`src/rtl/step_sequencer.sv`:
```
// step_sequencer: per-instruction control-step counter with a retired-instruction count.
// Step runs 1..effective limit, then restarts at 1 and bumps InstrCount.
// Step is 0 only after reset.
// Optional build macro STEP_SEQ_ONEHOT_EN enables the StepOneHot decoder.
// Without it, StepOneHot is tied to zero.
module step_sequencer #(
    parameter int MAX_STEPS = 5,
    parameter int STEP_W    = 3,
    parameter int INSTR_W   = 16
) (
    input  logic                 Clock,
    input  logic                 nReset,
    input  logic                 Stall,
    input  logic                 EndInstr,
    input  logic [STEP_W-1:0]    StepLimit,
    output logic [STEP_W-1:0]    Step,
    output logic [MAX_STEPS-1:0] StepOneHot,
    output logic                 FirstStep,
    output logic                 LastStep,
    output logic [INSTR_W-1:0]   InstrCount
);

    localparam logic [STEP_W-1:0]  MAX_S   = STEP_W'(MAX_STEPS);
    localparam logic [STEP_W-1:0]  STEP_1  = STEP_W'(1);
    localparam logic [INSTR_W-1:0] INSTR_1 = INSTR_W'(1);

    logic [STEP_W-1:0]    r_step;
    logic [INSTR_W-1:0]   r_instr_cnt;
    logic [STEP_W-1:0]    w_limit;
    logic                 w_at_end;
    logic [MAX_STEPS-1:0] w_onehot;

    // Effective limit: out-of-range StepLimit (0 or above MAX_STEPS) selects MAX_STEPS.
    always_comb begin
        w_limit = StepLimit;
        if ((StepLimit == '0) || (StepLimit > MAX_S)) begin
            w_limit = MAX_S;
        end
    end

    // Current step has reached the limit; a limit lowered below Step also counts.
    always_comb begin
        w_at_end = (r_step != '0) && (r_step >= w_limit);
    end

    // Step / instruction counter update: Stall, then idle, then end-of-instruction, then advance.
    always_ff @(posedge Clock or negedge nReset) begin
        if (!nReset) begin
            r_step      <= '0;
            r_instr_cnt <= '0;
        end else if (Stall) begin
            r_step      <= r_step;
            r_instr_cnt <= r_instr_cnt;
        end else if (r_step == '0) begin
            r_step      <= STEP_1;
        end else if (EndInstr || w_at_end) begin
            r_step      <= STEP_1;
            r_instr_cnt <= r_instr_cnt + INSTR_1;
        end else begin
            r_step      <= r_step + STEP_1;
        end
    end

`ifdef STEP_SEQ_ONEHOT_EN
    // One-hot decode of Step: bit k-1 set when Step == k; all-zero while idle.
    always_comb begin
        w_onehot = '0;
        for (int unsigned k = 0; k < MAX_STEPS; k++) begin
            w_onehot[k] = (r_step == STEP_W'(k + 1));
        end
    end
`else
    // Decoder not built: port kept, tied low.
    always_comb begin
        w_onehot = '0;
    end
`endif

    // Zero-latency status flags; EndInstr deliberately has no influence on LastStep.
    always_comb begin
        FirstStep = (r_step == STEP_1);
        LastStep  = w_at_end;
    end

    assign Step       = r_step;
    assign InstrCount = r_instr_cnt;
    assign StepOneHot = w_onehot;

endmodule

```
`config.mk`:
```
export PLATFORM = sky130hd
export DESIGN_NAME = step_sequencer
export DESIGN_NICKNAME = d
export VERILOG_FILES = /design/src/rtl/step_sequencer.sv
export SDC_FILE = /design/constraint.sdc
export NUM_CORES = 1
export LEC_CHECK = 0
export ABC_AREA = 1
export BUFFER_PORTS_ARGS = -buffer_cell sky130_fd_sc_hd__buf_2
export CORE_AREA = 2 2 71 73
export DETAILED_ROUTE_END_ITERATION = 8
export DIE_AREA = 0 0 73 75
export PLACE_DENSITY = 0.45
export SYNTH_ARGS = -nofsm -noshare
export SYNTH_HDL_FRONTEND = slang
export SYNTH_SLANG_ARGS = --single-unit
```
`constraint.sdc`:
```
create_clock -name Clock -period 4.4 [get_ports Clock]
set_clock_uncertainty 0.15 [all_clocks]
set_input_delay 0.88 -clock Clock [delete_from_list [all_inputs] [get_ports Clock]]
set_output_delay 0.88 -clock Clock [all_outputs]
set_load 0.05 [all_outputs]
```
==> metrics.md <==
| Metric | Value |
|---|---|
| Pre-antenna DRT Iters | `4` |
| Routed wire per std cell | `10.5 um` |
| Critical path launch point type | `primary input` |
| Depth of the CTS H-tree | `1` |
| CTS buffer count | `3` |
| Synthesized flop and latch total | `19` |
| Synth unique cells | `21` |
| CP Capture Type | `primary output` |
| IO Count | `33` |
| Initial Utilization | `0.291` |
| Die Span Y | `~75 um` |
| Synth area leader | `dfrtp_1` |
| Post-synthesis average cell area | `6.88 sq um` |
| Share of the synthesized area in the top cell type | `0.351` |
| Register area | `between 400 and 500 sq um` |
| Ant. Diodes | `0` |
| Hold Path Class | `register to register` |
| Max incr delay on CP | `around 0.25 ns` |
| P per Cell Area | `504 mW/mm^2` |
| Detailed Route Iter0 Violations | `72` |
| Cell Area, Synth | `0.00136 sq mm` |
| Clock Tree Buf Depth | `2` |
| Period minus WS final | `3.15 ns` |
| Die Footprint | `0.00548 sq mm` |
| Maxcap violations | `0` |
| Metal2 WL | `roughly 1300 um` |
| Area of the multi-input gates | `748 sq um` |
| Required time worst endpoint | `around 3.4 ns` |
| Antenna violations before repair | `0` |
| Port buffer count | `27` |
| Most used DFF post-synth | `dfrtp_1` |
| Fill cells | `slightly above 500` |
| Root Driver | `clkbuf_8` |
| GRT overflow | `0` |
| Num rows | `25` |
| Max rail drop VDD | `0.272 mV` |
| Post-DR vias/cell | `approximately 4.3` |
| Wire length on met1 | `roughly 1500 um` |
| Core region area | `between 0.004 and 0.005 sq mm` |
| Status | `finished clean` |
| Crit-path slowest cell | `ha_1` |
| Resize count post-CTS | `0` |
| Critical path's most frequent cell | `nand2_1` |
| DR top layer | `met4` |
| Via count | `1210` |
| # nets final | `240` |
| Async set-reset flop share out of synthesis | `1.00` |
| Vias in the first global route | `1057` |
| Fin crit share | `0.716` |
| Post-Synthesis Cells | `197` |
| RSZ-0062 raised after global routing | `false` |
| Top-count cell post-synth | `nand2_1` |
| Final Power | `between 0.7 and 0.8 mW` |
| Post-CTS setup buffer count | `0` |
| Sum Neg Setup Slack | `0 ns` |
| CTS Sinks | `19` |
| Share of post-route cells with drive strength above 1 | `0.164` |
| Ys Warns | `0` |
| Leak Pwr | `a little under 0.9 nW` |
| FMAX | `317 MHz` |
| Final hold viol count | `0` |
| CTS tree | `built` |
| Final setup fails | `0` |
| Hold buffers post-CTS | `0` |
| Crit Path Category | `primary input to primary output` |
| Met3 wire len | `124 um` |
| Dominant cells by area after synthesis | `dfrtp_1 (35%), nand2_1 (24%), ha_1 (6.5%)` |
| Total GRT Usage | `0.115` |
| Post-layout util | `0.334` |
| Post-route DRC | `0` |
| Area growth, synth to finish | `15.0%` |
| Largest net degree at the start of global routing | `20` |
| Hpwl dp | `2250 um` |
| Clock transition at path regs | `about 0.070 ns` |
| Max-slew violation count | `0` |
| DRT Wirelength | `2920 um` |
| ANT nets after route | `0` |
| Number of flops mapped to enable cells by yosys | `0` |
| CP Cell Sequence | `buf_2 -> nor2_1 -> nor2_1 -> o21ai_0 -> ha_1 -> inv_1 -> nand2_1 -> nand2_1 -> nand2_1 -> nand2_2 -> inv_1 -> buf_2` |
| First-pass GRT wire length | `4930 um` |
| Final GP Congestion | `0.762` |
| Clk_lat worst skew | `0.25 ns` |
| Arrival time at the worst endpoint | `about 2.1 ns` |
| Hold WS | `about 0.39 ns` |
| Synth cell count leaders | `nand2_1 (87), inv_1 (22), dfrtp_1 (19)` |
| Die W | `between 70 and 80 um` |
| Seq/Total Area, Yosys | `0.351` |
| CP Max Fanout | `3` |
==> cell usage in the layout (no fill, tap or decap), types with 2 or more instances in the layout <==
cell type  instances
conb_1             5
nand3_1            8
inv_1             22
buf_2             27
nand4_1            6
nand2_4            2
clkbuf_8           3
ha_1               7
dfrtp_1           19
xor2_1             4
nor2_1            18
o21ai_0            3
xnor2_1            4
nand2_1           87
a21oi_1            2
o22ai_1            2
==> critical path: cells and delay by family <==
family,cells,cell delay [ns]
buffers and inverters,4,0.41
AND/OR/NAND/NOR,6,0.41
adder cells (fa/ha/maj),1,0.25
AO/OA/AOI/OAI,1,0.16
==> per-stage QoR <==
stage | setup WS (ns) | cell area, sq um | cells
2_1_floorplan | 1.41 | 1370 | 201
3_3_place_gp | 1.24 | 1510 | 275
3_5_place_dp | 1.23 | 1510 | 275
4_1_cts | 1.23 | 1560 | 279
5_1_grt | 1.11 | 1560 | 279
6_report | 1.25 | 1560 | 279
==> registers in the layout, indices dropped and copies added, names as in the netlist <==
name	flops
Step	3
InstrCount	16
==> final cells by class <==
| type | count | share of cell area |
|---|---|---|
| clock buffer | 4 | 0.0289 |
| inverter | 23 | 0.0554 |
| multi-input combinational | 152 | 0.480 |
| sequential | 19 | 0.305 |
| tap | 54 | 0.0434 |
| timing repair buffer | 27 | 0.0867 |
==> report_power, final <==
part | switching [mW] | total (mW) | internal (mW)
logic | 0.312 | 0.415 | 0.103
clock network | 0.0586 | 0.123 | 0.0643
registers | 0.0443 | 0.247 | 0.203
total | 0.415 | 0.785 | 0.370
==> cell families after synthesis <==
group | after synthesis | share of synthesized area
other cells | 1 | 0.00277
compound gates | 8 | 0.0397
simple gates | 124 | 0.382
buf+inv | 30 | 0.108
xor+xnor | 8 | 0.0517
flops | 19 | 0.351
fa+ha+maj | 7 | 0.0646
==> metal layers <==
| metal | track usage | up-vias |
|---|---|---|
| met4 | 0.0370 | 0 |
| li1 | - | 652 |
| met1 | 0.161 | 532 |
| met2 | 0.178 | 24 |
| met5 | 0 | - |
| met3 | 0.0214 | 2 |
==> worst paths after layout <==
| check | startpoint | cells past startpoint | to | slack (ns) |
|---|---|---|---|---|
| worst max-delay path | StepLimit[1] | 12 | LastStep | 1.25 |
| worst min-delay path | InstrCount[15] | 2 | InstrCount[15] | 0.39 |
| worst max register to register | Step[0] | 10 | InstrCount[10] | 2.52 |
| worst min register to register | InstrCount[15] | 2 | InstrCount[15] | 0.39 |
| max in group asynchronous | nReset | 1 | InstrCount[0] | 3.39 |
| min in group asynchronous | nReset | 1 | InstrCount[8] | 0.41 |
No activity file was read; power rests on OpenSTA's default activity.
